### config.mk
export PLATFORM = sky130hd
export DESIGN_NAME = fwd_hazard_unit
export DESIGN_NICKNAME = d
export VERILOG_FILES = /design/src/rtl/fwd_hazard_unit.sv
export SDC_FILE = /design/constraint.sdc
export NUM_CORES = 1
export LEC_CHECK = 0
export ABC_AREA = 1
export CORE_MARGIN = 3
export CORE_UTILIZATION = 40
export DETAILED_ROUTE_END_ITERATION = 8
export GPL_ROUTABILITY_DRIVEN = 0
export SLEW_MARGIN = 20
export SYNTH_ARGS = -nofsm -noshare
export SYNTH_HDL_FRONTEND = slang
export SYNTH_SLANG_ARGS = --single-unit
### constraint.sdc
create_clock -name clk -period 2.3 [get_ports clk]
set_clock_uncertainty 0.1 [all_clocks]
set_input_delay 0.46 -clock clk [delete_from_list [all_inputs] [get_ports clk]]
set_output_delay 0.46 -clock clk [all_outputs]
set_load 0.01 [all_outputs]
### src/rtl/fwd_hazard_unit.sv
// Operand-forwarding and load-use hazard unit for an in-order pipeline.
// A small tracker shadows EX and the NSTAGE producer stages behind it.
module fwd_hazard_unit #(
    parameter  int ADDR_W   = 5,
    parameter  int NSTAGE   = 2,
    parameter  int LOAD_LAT = 1,
    localparam int SW       = $clog2(NSTAGE + 1)
) (
    input  logic              clk,
    input  logic              rst,
    input  logic              id_valid,
    input  logic [ADDR_W-1:0] id_rs1,
    input  logic [ADDR_W-1:0] id_rs2,
    input  logic [ADDR_W-1:0] id_rd,
    input  logic              id_regwrite,
    input  logic              id_memread,
    input  logic              flush,
    input  logic              hold,
    output logic              stall,
    output logic [SW-1:0]     fwd_a,
    output logic [SW-1:0]     fwd_b,
    output logic [15:0]       stall_cnt
);

    // Entry 0 is the instruction in EX; entry k is producer stage k.
    logic              r_v  [0:NSTAGE];
    logic [ADDR_W-1:0] r_rd [0:NSTAGE];
    logic              r_wr [0:NSTAGE];
    logic              r_ld [0:NSTAGE];
    logic [ADDR_W-1:0] r_ex_rs1;
    logic [ADDR_W-1:0] r_ex_rs2;
    logic [15:0]       r_stall_cnt;

    logic              w_load_hit;
    logic              w_stall;
    logic [SW-1:0]     w_fwd_a;
    logic [SW-1:0]     w_fwd_b;

    // A load still short of LOAD_LAT cannot supply its data yet, so a
    // dependent ID instruction must wait.
    always_comb begin
        // NOTE: every combinational output gets a default first so no path leaves it unassigned (no latch).
        w_load_hit = 1'b0;
        for (int k = 0; k < LOAD_LAT; k++) begin
            if (r_v[k] && r_wr[k] && r_ld[k] && (r_rd[k] != '0) &&
                ((r_rd[k] == id_rs1) || (r_rd[k] == id_rs2))) begin
                w_load_hit = 1'b1;
            end
        end
        w_stall = id_valid && !flush && w_load_hit;
    end

    // Scan oldest to youngest so the youngest matching producer wins.
    always_comb begin
        w_fwd_a = '0;
        w_fwd_b = '0;
        for (int k = NSTAGE; k >= 1; k--) begin
            if (r_v[k] && r_wr[k] && (!r_ld[k] || (k >= LOAD_LAT))) begin
                if ((r_ex_rs1 != '0) && (r_rd[k] == r_ex_rs1)) begin
                    w_fwd_a = SW'(k);
                end
                if ((r_ex_rs2 != '0) && (r_rd[k] == r_ex_rs2)) begin
                    w_fwd_b = SW'(k);
                end
            end
        end
    end

    always_ff @(posedge clk) begin
        // NOTE: sequential state uses non-blocking assignments so every stage samples pre-edge values.
        if (rst) begin
            for (int k = 0; k <= NSTAGE; k++) begin
                r_v[k]  <= 1'b0;
                r_rd[k] <= '0;
                r_wr[k] <= 1'b0;
                r_ld[k] <= 1'b0;
            end
            r_ex_rs1    <= '0;
            r_ex_rs2    <= '0;
            r_stall_cnt <= '0;
        end else if (!hold) begin
            for (int k = 1; k <= NSTAGE; k++) begin
                r_v[k]  <= r_v[k-1];
                r_rd[k] <= r_rd[k-1];
                r_wr[k] <= r_wr[k-1];
                r_ld[k] <= r_ld[k-1];
            end
            if (w_stall || flush) begin
                r_v[0]   <= 1'b0;
                r_rd[0]  <= '0;
                r_wr[0]  <= 1'b0;
                r_ld[0]  <= 1'b0;
                r_ex_rs1 <= '0;
                r_ex_rs2 <= '0;
            end else begin
                r_v[0]   <= id_valid;
                r_rd[0]  <= id_rd;
                r_wr[0]  <= id_regwrite && id_valid;
                r_ld[0]  <= id_memread && id_valid;
                r_ex_rs1 <= id_rs1;
                r_ex_rs2 <= id_rs2;
            end
            if (w_stall && (r_stall_cnt != 16'hFFFF)) begin
                r_stall_cnt <= r_stall_cnt + 16'd1;
            end
        end
    end

    assign stall     = w_stall;
    assign fwd_a     = w_fwd_a;
    assign fwd_b     = w_fwd_b;
    assign stall_cnt = r_stall_cnt;

endmodule
==> results.yml, run 1 <==
detailed_routing:
  vias_per_cell: 4.83
  vias: 2493
  dr.first_iter.drc_count: 151
  routedWlPerCell_um: 12.6
  ant_nets: 0
  finalWirelength_mm: 6.49
  drc: 0
  drtPass1Iterations: 4
cts:
  path_clk_slew_ns: 0.09
  clock-sinks: 48
  clock_path_buffers: 2
  tritoncts: "yes"
  cts-root-buf: "clkbuf_8"
  numCtsBuffers: 5
  h-tree-depth: 2
  clk-insertion-delay-late_ns: 0.31
timing:
  min_period_ns: 2.23
  tightest_slew_ns: 0.294
  rsz0062_at_grt: "no"
  fmax_mhz: 449
  finalCritPeriodShare_pct: 96.9
  maxSlewViolCount: 0
  finalHoldViolations: 0
  finalSetupViolCount: 0
  max_slew_margin_pct: 80.3
global_routing:
  antenna_found_initial: 0
  grt_pass1_wl_mm: 10.9
  track_usage_pct: 17.9
  grt_max_degree: 30
  overflow: 0
  grt_pass1_vias: 2416
cells_and_area:
  drive_above_1_share_pct: 14.6
  diodes: 0
  design_area_mm2: 0.00351
  final_nets: 461
  area_delta_synth_final_pct: 28.1
floorplanning:
  initial_core_util_pct: 42.2
  die_w_um: 88.8
  die_h_um: 88.8
  rows: 29
  die_area_mm2: 0.00789
  ioPinCount: 43
  core_region_area_mm2: 0.00649
power:
  ir_drop_v: 0.000228
  p_leak_nw: 1.57
  finalPower_mw: 1.68
  p_per_area_mw_per_mm2: 477
worst_setup_path:
  critPathKind: "in2out"
  worst_ep_required_time_ns: 1.74
  rrSetupSlack_ns: 0.54
  slowest_delay_ns: 0.53
  crit_arrival_ns: 1.67
  path_cells: "clkdlybuf4s50_1, nand2_1, inv_1, nor2_1, nor2_1, nand3_2, nand2_4, nand2_4, inv_1, clkbuf_2"
  cp_slowest_cell: "clkdlybuf4s50_1"
  cp-start-kind: "input port"
  cp_max_fo: 3
  crit_path_end_kind: "output port"
logic_synthesis:
  netlist_instances: 368
  synth.distinct_cells: 35
  yosysMostFrequentCell: "nand2_1"
  syn_area_mm2: 0.00274
  synth_ff_type: "dfxtp_1"
  synth_edf_count: 22
  ys_ff_latch: 48
  ys_seq_area_share_pct: 43.1
  synth_top_area_share_pct: 24.1
  synth_commonest_cells: "nand2_1, inv_1, nor2_1, dfxtp_1, edfxtp_1"
  async_reset_ff_share_pct: 0
  synth_top_cell_by_area: "edfxtp_1"
  postSynthAreaPerCell_um2: 7.45
  syn_nets: 391
  yosysWarnings: 0
  synthTopCellsByArea: "edfxtp_1, dfxtp_1, nand2_1"
place:
  portBuffers: 42
  placed_cell_area_mm2: 0.00337
  place_hpwl_mm: 4.86
run_status:
  status: "completed"
min_path:
  min_path_type: "reg2reg"
flow_run:
  cap_violations: 0
[cell usage in the layout (no fill, tap or decap), types with 10 or more instances in the layout]
master           count
nand3_1             17
o21ai_0             10
clkdlybuf4s50_1     36
nor2_1              66
buf_4               25
edfxtp_1            22
dfxtp_1             24
inv_1               68
nand2_1             75
nand4_1             14
[metal layers]
metal  vias up  track usage [%]  share of wire, %
met1      1114             25.1                48
met2        60             27.2                45
li1       1310                -                 -
met4         0             6.73               1.8
met5         -                0                 0
met3         9             3.72               4.7
[sequential cells by signal, summed over array words and instances (netlist names)]
signal / flops
r_ex_rs1: 5
r_v: 3
stall_cnt: 16
r_ld: 1
r_rd: 15
r_ex_rs2: 5
r_wr: 3
[where the power goes]
part / internal (mW) / leakage, nW / switching (mW) / total, mW
Clock: 0.210 / 0.0378 / 0.295 / 0.505
Combinational: 0.108 / 1.08 / 0.111 / 0.219
Sequential: 0.925 / 0.454 / 0.0277 / 0.952
Total: 1.24 / 1.57 / 0.434 / 1.68
[logic make-up after synthesis]
group / share of synthesized area (%)
adder cells (fa/ha/maj): 0.456
flip-flops: 43.1
AND/OR/NAND/NOR: 34.1
AO/OA/AOI/OAI: 6.48
buffers and inverters: 11.1
XOR/XNOR: 4.79
[per-stage QoR]
stage | setup slack, ns | TNS [ns] | util [%] | instances | hold slack, ns
after floorplan | 0.516 | 0 | - | 368 | 0.396
after global placement | -0.305 | -0.305 | 51.9 | 500 | 0.435
after detailed placement | -0.310 | -0.310 | 51.9 | 500 | 0.444
after CTS | -0.0222 | -0.0272 | 54.2 | 516 | 0.426
after global routing | 0.00262 | 0 | 54.1 | 516 | 0.463
final | 0.0705 | 0 | 54.1 | 516 | 0.422
[path summary, 6_finish.rpt]
kind | start | end | cells past startpoint
worst max register to register | stall_cnt[0] | stall_cnt[15] | 10
worst max-delay path | id_rs2[0] | stall | 10
worst min-delay path | r_ex_rs1[2] | r_ex_rs1[2] | 2
worst min register to register | r_ex_rs1[2] | r_ex_rs1[2] | 2
[layout make-up]
cell class	count	area, um2
clock buffers	5	68.8
clock inverters	3	18.8
fillers	629	2980
inverters	73	274
multi-input cells	243	1270
flip-flops and latches	48	1180
well taps	77	96.3
repair buffers	67	601
[critical path, delay by kind of cell]
kind / cells / cell delay (ns)
simple gates: 6 / 0.46
buf+inv: 4 / 0.74
[what timing repair did]
action,CTS,global route
pin swaps,2,7
hold buffers,0,0
gates resized for setup,12,8
buffers inserted,8,1
setup endpoints to repair,5,4
(Power assumes the default switching activity.)
==> inputs of run 2 (changes only) <==
--- a/config.mk
+++ b/config.mk
@@ -6,7 +6,8 @@
 export NUM_CORES = 1
 export LEC_CHECK = 0
 export ABC_AREA = 1
-export CORE_MARGIN = 3
+export CORE_ASPECT_RATIO = 0.6
+export CORE_MARGIN = 2
 export CORE_UTILIZATION = 40
 export DETAILED_ROUTE_END_ITERATION = 8
 export GPL_ROUTABILITY_DRIVEN = 0
==> run 2 against run 1 <==
Via count increased by 0.52%. Setup slack got worse by 0.020 ns. Die area decreased by 4.2%. Critical path depth unchanged. Core utilization decreased by 0.56 points.
==> results.yml, run 2 (synthesized netlist as in run 1, its figures left out) <==
cts:
  clock_path_buffers: 2
  numCtsBuffers: 5
  h-tree-depth: 2
  clock-sinks: 48
  path_clk_slew_ns: 0.07
  tritoncts: "yes"
  cts-root-buf: "clkbuf_16"
  clk-insertion-delay-late_ns: 0.28
detailed_routing:
  drc: 0
  routedWlPerCell_um: 13.1
  ant_nets: 0
  vias: 2506
  vias_per_cell: 4.79
  dr.first_iter.drc_count: 149
  finalWirelength_mm: 6.84
  drtPass1Iterations: 4
power:
  combPwrFrac_pct: 11.3
  intPower_mw: 1.46
  p_seq_share_pct: 50.0
  clock_power_share_pct: 38.7
  ir_drop_v: 0.000322
  p_leak_nw: 1.59
  switching_share_pct: 23.5
  p_per_area_mw_per_mm2: 536
  p_sw_mw: 0.448
global_routing:
  grt_pass1_wl_mm: 11.1
  track_usage_pct: 18.9
  grt_max_degree: 30
  overflow: 0
  antenna_found_initial: 0
  grt_pass1_vias: 2161
timing:
  maxSlewViolCount: 0
  finalCritPeriodShare_pct: 97.8
  tightest_slew_ns: 0.345
  finalHoldViolations: 0
  max_slew_margin_pct: 76.9
  setup_ws_ns: 0.0508
  finalSetupViolCount: 0
  min_period_ns: 2.25
  fmax_mhz: 445
  rsz0062_at_grt: "yes"
worst_setup_path:
  crit_family: "buffers and inverters"
  crit_path_end_kind: "output port"
  worst_ep_required_time_ns: 1.74
  cp_max_fo: 3
  path_buf_inv: 4
  slowest_delay_ns: 0.51
  reg2reg_depth: 10
  path_cells: "clkdlybuf4s50_1, nand2_1, inv_1, nor2_1, nor2_1, nand3_2, nand2_4, nand2_4, inv_1, clkbuf_2"
  critPathKind: "in2out"
  cp-start-kind: "input port"
  rrSetupSlack_ns: 0.38
  worst-path-stages: 10
  crit_arrival_ns: 1.69
  r2r_start: "stall_cnt[0]"
  endpoint: "stall"
  cp_slowest_cell: "clkdlybuf4s50_1"
  r2r_end: "stall_cnt[15]"
  crit_path_start: "id_rs2[0]"
floorplanning:
  die_area_mm2: 0.00756
  core_region_area_mm2: 0.00665
  rows: 23
  initial_core_util_pct: 41.3
  die_h_um: 68.1
  ioPinCount: 43
  die_w_um: 111
place:
  pre_cts_ws_ns: -0.373
  place_hpwl_mm: 5.32
  portBuffers: 42
cells_and_area:
  final_cell_mix: "nand2_1, inv_1, nor2_1, clkdlybuf4s50_1, dfxtp_1"
  post-route-util_pct: 53.5
  drive_above_1_share_pct: 13.8
  largest_reg_flops: 16
  num-fill-cells: 646
  final_common_cell: "nand2_1"
  diodes: 0
  area_delta_synth_final_pct: 29.7
  final_nets: 458
min_path:
  min_path_type: "reg2reg"
  hp-start: "r_ex_rs2[3]"
flow_run:
  cap_violations: 0
run_status:
  status: "completed"
==> run 2: cell count changes in the layout (fill, tap and decap cells not counted), sizes merged <==
cell          previous run  this run
dlygate4sd2              0         3
dlymetal6s2s             1         0
clkinv                   1         2
clkbuf                   8         9
buf                     27        22
clkinvlp                 2         0
==> run 2: what timing repair did <==
| item | 4_1_cts | 5_1_grt |
|---|---|---|
| hold buffers | 0 | 0 |
| setup endpoints to repair | 5 | 4 |
| pin swaps | 3 | 3 |
| resized for setup | 9 | 7 |
| buffers inserted | 3 | 0 |
| endpoints found under the hold margin | 0 | 0 |
==> run 2: power groups by stage <==
stage	logic [mW]	clock network, mW	registers (mW)
floorplan	0.116	0	0.964
global placement	0.208	0	0.973
detailed placement	0.209	0	0.973
CTS	0.216	0.749	0.953
global route	0.238	0.786	0.958
finish	0.215	0.737	0.954
==> run 2: worst reg2reg max path: stages (launching register included) <==
cell and delay [ns]:
dfxtp_1 0.38, ha_1 0.23, inv_1 0.05, nor2_1 0.16, nand2_1 0.11, nor2_1 0.18
nand4_1 0.20, inv_1 0.15, nor2_4 0.06, a21oi_1 0.15, nor2_1 0.06
==> run 2: worst min path at each step <==
| stage | end | slack, ns | cells past startpoint |
|---|---|---|---|
| after floorplan | r_ex_rs1[2] | 0.40 | 2 |
| after global placement | stall_cnt[1] | 0.44 | 4 |
| after detailed placement | stall_cnt[1] | 0.45 | 4 |
| after CTS | r_ex_rs1[2] | 0.42 | 2 |
| after global routing | r_ex_rs1[2] | 0.43 | 2 |
| final | r_ex_rs2[3] | 0.42 | 2 |
==> run 2: per-layer routing <==
| metal | up-vias | part of all wire [%] | global-route usage (%) |
|---|---|---|---|
| met2 | 76 | 37 | 25.5 |
| met1 | 1122 | 56 | 30.2 |
| met5 | - | 0 | 0 |
| met4 | 0 | 0.60 | 4.22 |
| li1 | 1306 | - | - |
| met3 | 2 | 6.1 | 3.45 |
==> run 2: area by class of cell <==
class | instances | area [um2] | share of cell area, %
inverters | 73 | 274 | 7.70
clock buffers | 6 | 139 | 3.90
clock inverters | 2 | 10.0 | 0.281
repair buffers | 64 | 579 | 16.3
multi-input cells | 243 | 1260 | 35.5
well taps | 87 | 109 | 3.06
flip-flops and latches | 48 | 1180 | 33.3
==> run 2: stage by stage <==
stage / instance area (um2) / TNS, ns / total power, mW / cells / hold slack [ns]
2_1_floorplan: 2740 / 0 / 1.08 / 368 / 0.396
3_3_place_gp: 3400 / -0.352 / 1.18 / 512 / 0.435
3_5_place_dp: 3400 / -0.373 / 1.18 / 512 / 0.448
4_1_cts: 3570 / -0.0707 / 1.92 / 523 / 0.422
5_1_grt: 3560 / -0.0190 / 1.98 / 523 / 0.431
6_report: 3560 / 0 / 1.91 / 523 / 0.418
==> inputs of run 3 (changes only) <==
--- a/config.mk
+++ b/config.mk
@@ -8,9 +8,10 @@
 export ABC_AREA = 1
 export CORE_ASPECT_RATIO = 0.6
 export CORE_MARGIN = 2
-export CORE_UTILIZATION = 40
+export CORE_UTILIZATION = 54
 export DETAILED_ROUTE_END_ITERATION = 8
 export GPL_ROUTABILITY_DRIVEN = 0
+export PLACE_DENSITY = 0.8
 export SLEW_MARGIN = 20
 export SYNTH_ARGS = -nofsm -noshare
 export SYNTH_HDL_FRONTEND = slang
==> run 3 against run 2 <==
The run now ends with setup timing left. Sequential power about the same. Fmax down 4.5%. Largest power group unchanged. Highest routed layer unchanged. Hold slack better by 0.0049 ns.
==> results.yml, run 3 (synthesized netlist as in run 1, its figures left out) <==
run_status:
  status: "complete, but fails checks"
  violations: "setup timing"
cts:
  path_clk_slew_ns: 0.09
  clock_path_buffers: 2
  tritoncts: "yes"
  ctsHoldBuffers: 0
  cts-root-buf: "clkbuf_8"
  clock-sinks: 48
  numCtsBuffers: 5
  clk-insertion-delay-late_ns: 0.31
  h-tree-depth: 2
worst_setup_path:
  crit_arrival_ns: 1.80
  worst-path-stages: 8
  reg2reg_depth: 10
  critPathKind: "reg2out"
  worst_ep_required_time_ns: 1.74
  cp_max_fo: 3
  slowest_delay_ns: 0.46
  crit_path_end_kind: "output port"
  crit_family: "simple AND/OR/NAND/NOR gates"
  cp-start-kind: "flop"
  path_buf_inv: 4
  cp_slowest_cell: "edfxtp_1"
  path_cells: "buf_6, inv_4, o22ai_2, nor4_1, and2_1, buf_4, nor2_2, buf_2"
cells_and_area:
  diodes: 0
  final_common_cell: "nand2_1"
  final_cell_mix: "nand2_1, inv_1, nor2_1, clkdlybuf4s50_1, buf_4"
  multiInputGateArea_mm2: 0.00130
  num-fill-cells: 368
  drive_above_1_share_pct: 18.5
  area_delta_synth_final_pct: 31.2
  seq_area_mm2: 0.00118
  post-route-util_pct: 72.3
  largest_reg_flops: 16
  final_nets: 466
floorplanning:
  ioPinCount: 43
  core_region_area_mm2: 0.00498
  initial_core_util_pct: 55.1
  die_w_um: 96.0
  die_area_mm2: 0.00568
  die_h_um: 59.2
  rows: 20
place:
  portBuffers: 42
  place_hpwl_mm: 5.01
flow_run:
  cap_violations: 0
global_routing:
  track_usage_pct: 24.7
  grt_pass1_wl_mm: 10.6
  overflow: 0
  antenna_found_initial: 0
  grt_max_degree: 30
  grt_pass1_vias: 2226
detailed_routing:
  vias_per_cell: 5.16
  routedWlPerCell_um: 13.3
  drc: 0
  finalWirelength_mm: 6.81
  drtPass1Iterations: 5
  ant_nets: 0
  vias: 2633
  dr.first_iter.drc_count: 217
min_path:
  min_path_type: "reg2reg"
  hold_depth: 2
power:
  p_per_area_mw_per_mm2: 489
  ir_drop_v: 0.000411
  finalPower_mw: 1.76
  p_leak_nw: 1.64
timing:
  min_period_ns: 2.36
  tightest_slew_ns: 0.330
  rsz0062_at_grt: "yes"
  finalSetupViolCount: 2
  fmax_mhz: 424
  finalCritPeriodShare_pct: 102
  setup_ws_ns: -0.0558
  maxSlewViolCount: 0
  max_slew_margin_pct: 77.9
  finalHoldViolations: 0
## run 3: cell count changes in the layout (fill, tap and decap cells not counted), sizes merged
cell / previous run / this run
clkbuf: 9 / 8
clkdlybuf4s50: 36 / 35
dlygate4sd2: 3 / 1
buf: 22 / 32
dlymetal6s2s: 0 / 2
## run 3: worst paths after layout
path / endpoint / slack (ns) / startpoint
max: fwd_a[1] / -0.06 / r_rd[0][9]
min: r_ex_rs2[3] / 0.42 / r_ex_rs2[3]
max reg2reg: stall_cnt[5] / 0.44 / stall_cnt[0]
min reg2reg: r_ex_rs2[3] / 0.42 / r_ex_rs2[3]
## run 3: where the power goes
| group | switching, mW | leakage (nW) | internal [mW] | total [mW] |
|---|---|---|---|---|
| logic | 0.121 | 1.13 | 0.115 | 0.236 |
| clock network | 0.289 | 0.0540 | 0.279 | 0.568 |
| registers | 0.0304 | 0.455 | 0.925 | 0.955 |
| total | 0.441 | 1.64 | 1.32 | 1.76 |
## run 3: worst register-to-register path, cell delays in order, from the launching register on
cell     delay [ns]
dfxtp_1        0.39
ha_1           0.24
inv_1          0.06
nor2_1         0.16
nand2_1        0.10
nor2_1         0.15
nand4_1        0.18
nand4_4        0.22
nand2_1        0.08
nand2_1        0.08
nor2_2         0.03
## run 3: final cells by class
class | count | area share [%]
multi-input cells | 243 | 36.2
flip-flops and latches | 48 | 32.9
repair buffers | 72 | 17.9
inverters | 73 | 7.68
clock buffers | 6 | 2.61
well taps | 66 | 2.29
clock inverters | 2 | 0.348
## run 3: stage by stage
step	instance area (um2)	std cells	TNS (ns)	worst slack, ns	hold WS, ns
after floorplan	2740	368	0	0.516	0.396
after global placement	3380	492	-0.325	-0.325	0.434
after detailed placement	3380	492	-0.353	-0.353	0.443
after CTS	3540	505	-0.0565	-0.0473	0.427
after global routing	3600	510	-0.222	-0.101	0.465
final	3600	510	-0.107	-0.0558	0.423
## run 3: layer usage
metal	global-route usage, %	up-vias	part of all wire [%]
li1	-	1323	-
met1	38.6	1172	47
met2	34.9	131	43
met3	4.33	7	9.2
met5	0	-	0
met4	6.53	0	0.98
## run 3: what timing repair did
| action | in CTS | in global routing |
|---|---|---|
| endpoints found under the setup margin | 5 | 5 |
| gates resized for setup | 14 | 23 |
| buffers inserted | 5 | 5 |
| pin swaps | 3 | 10 |
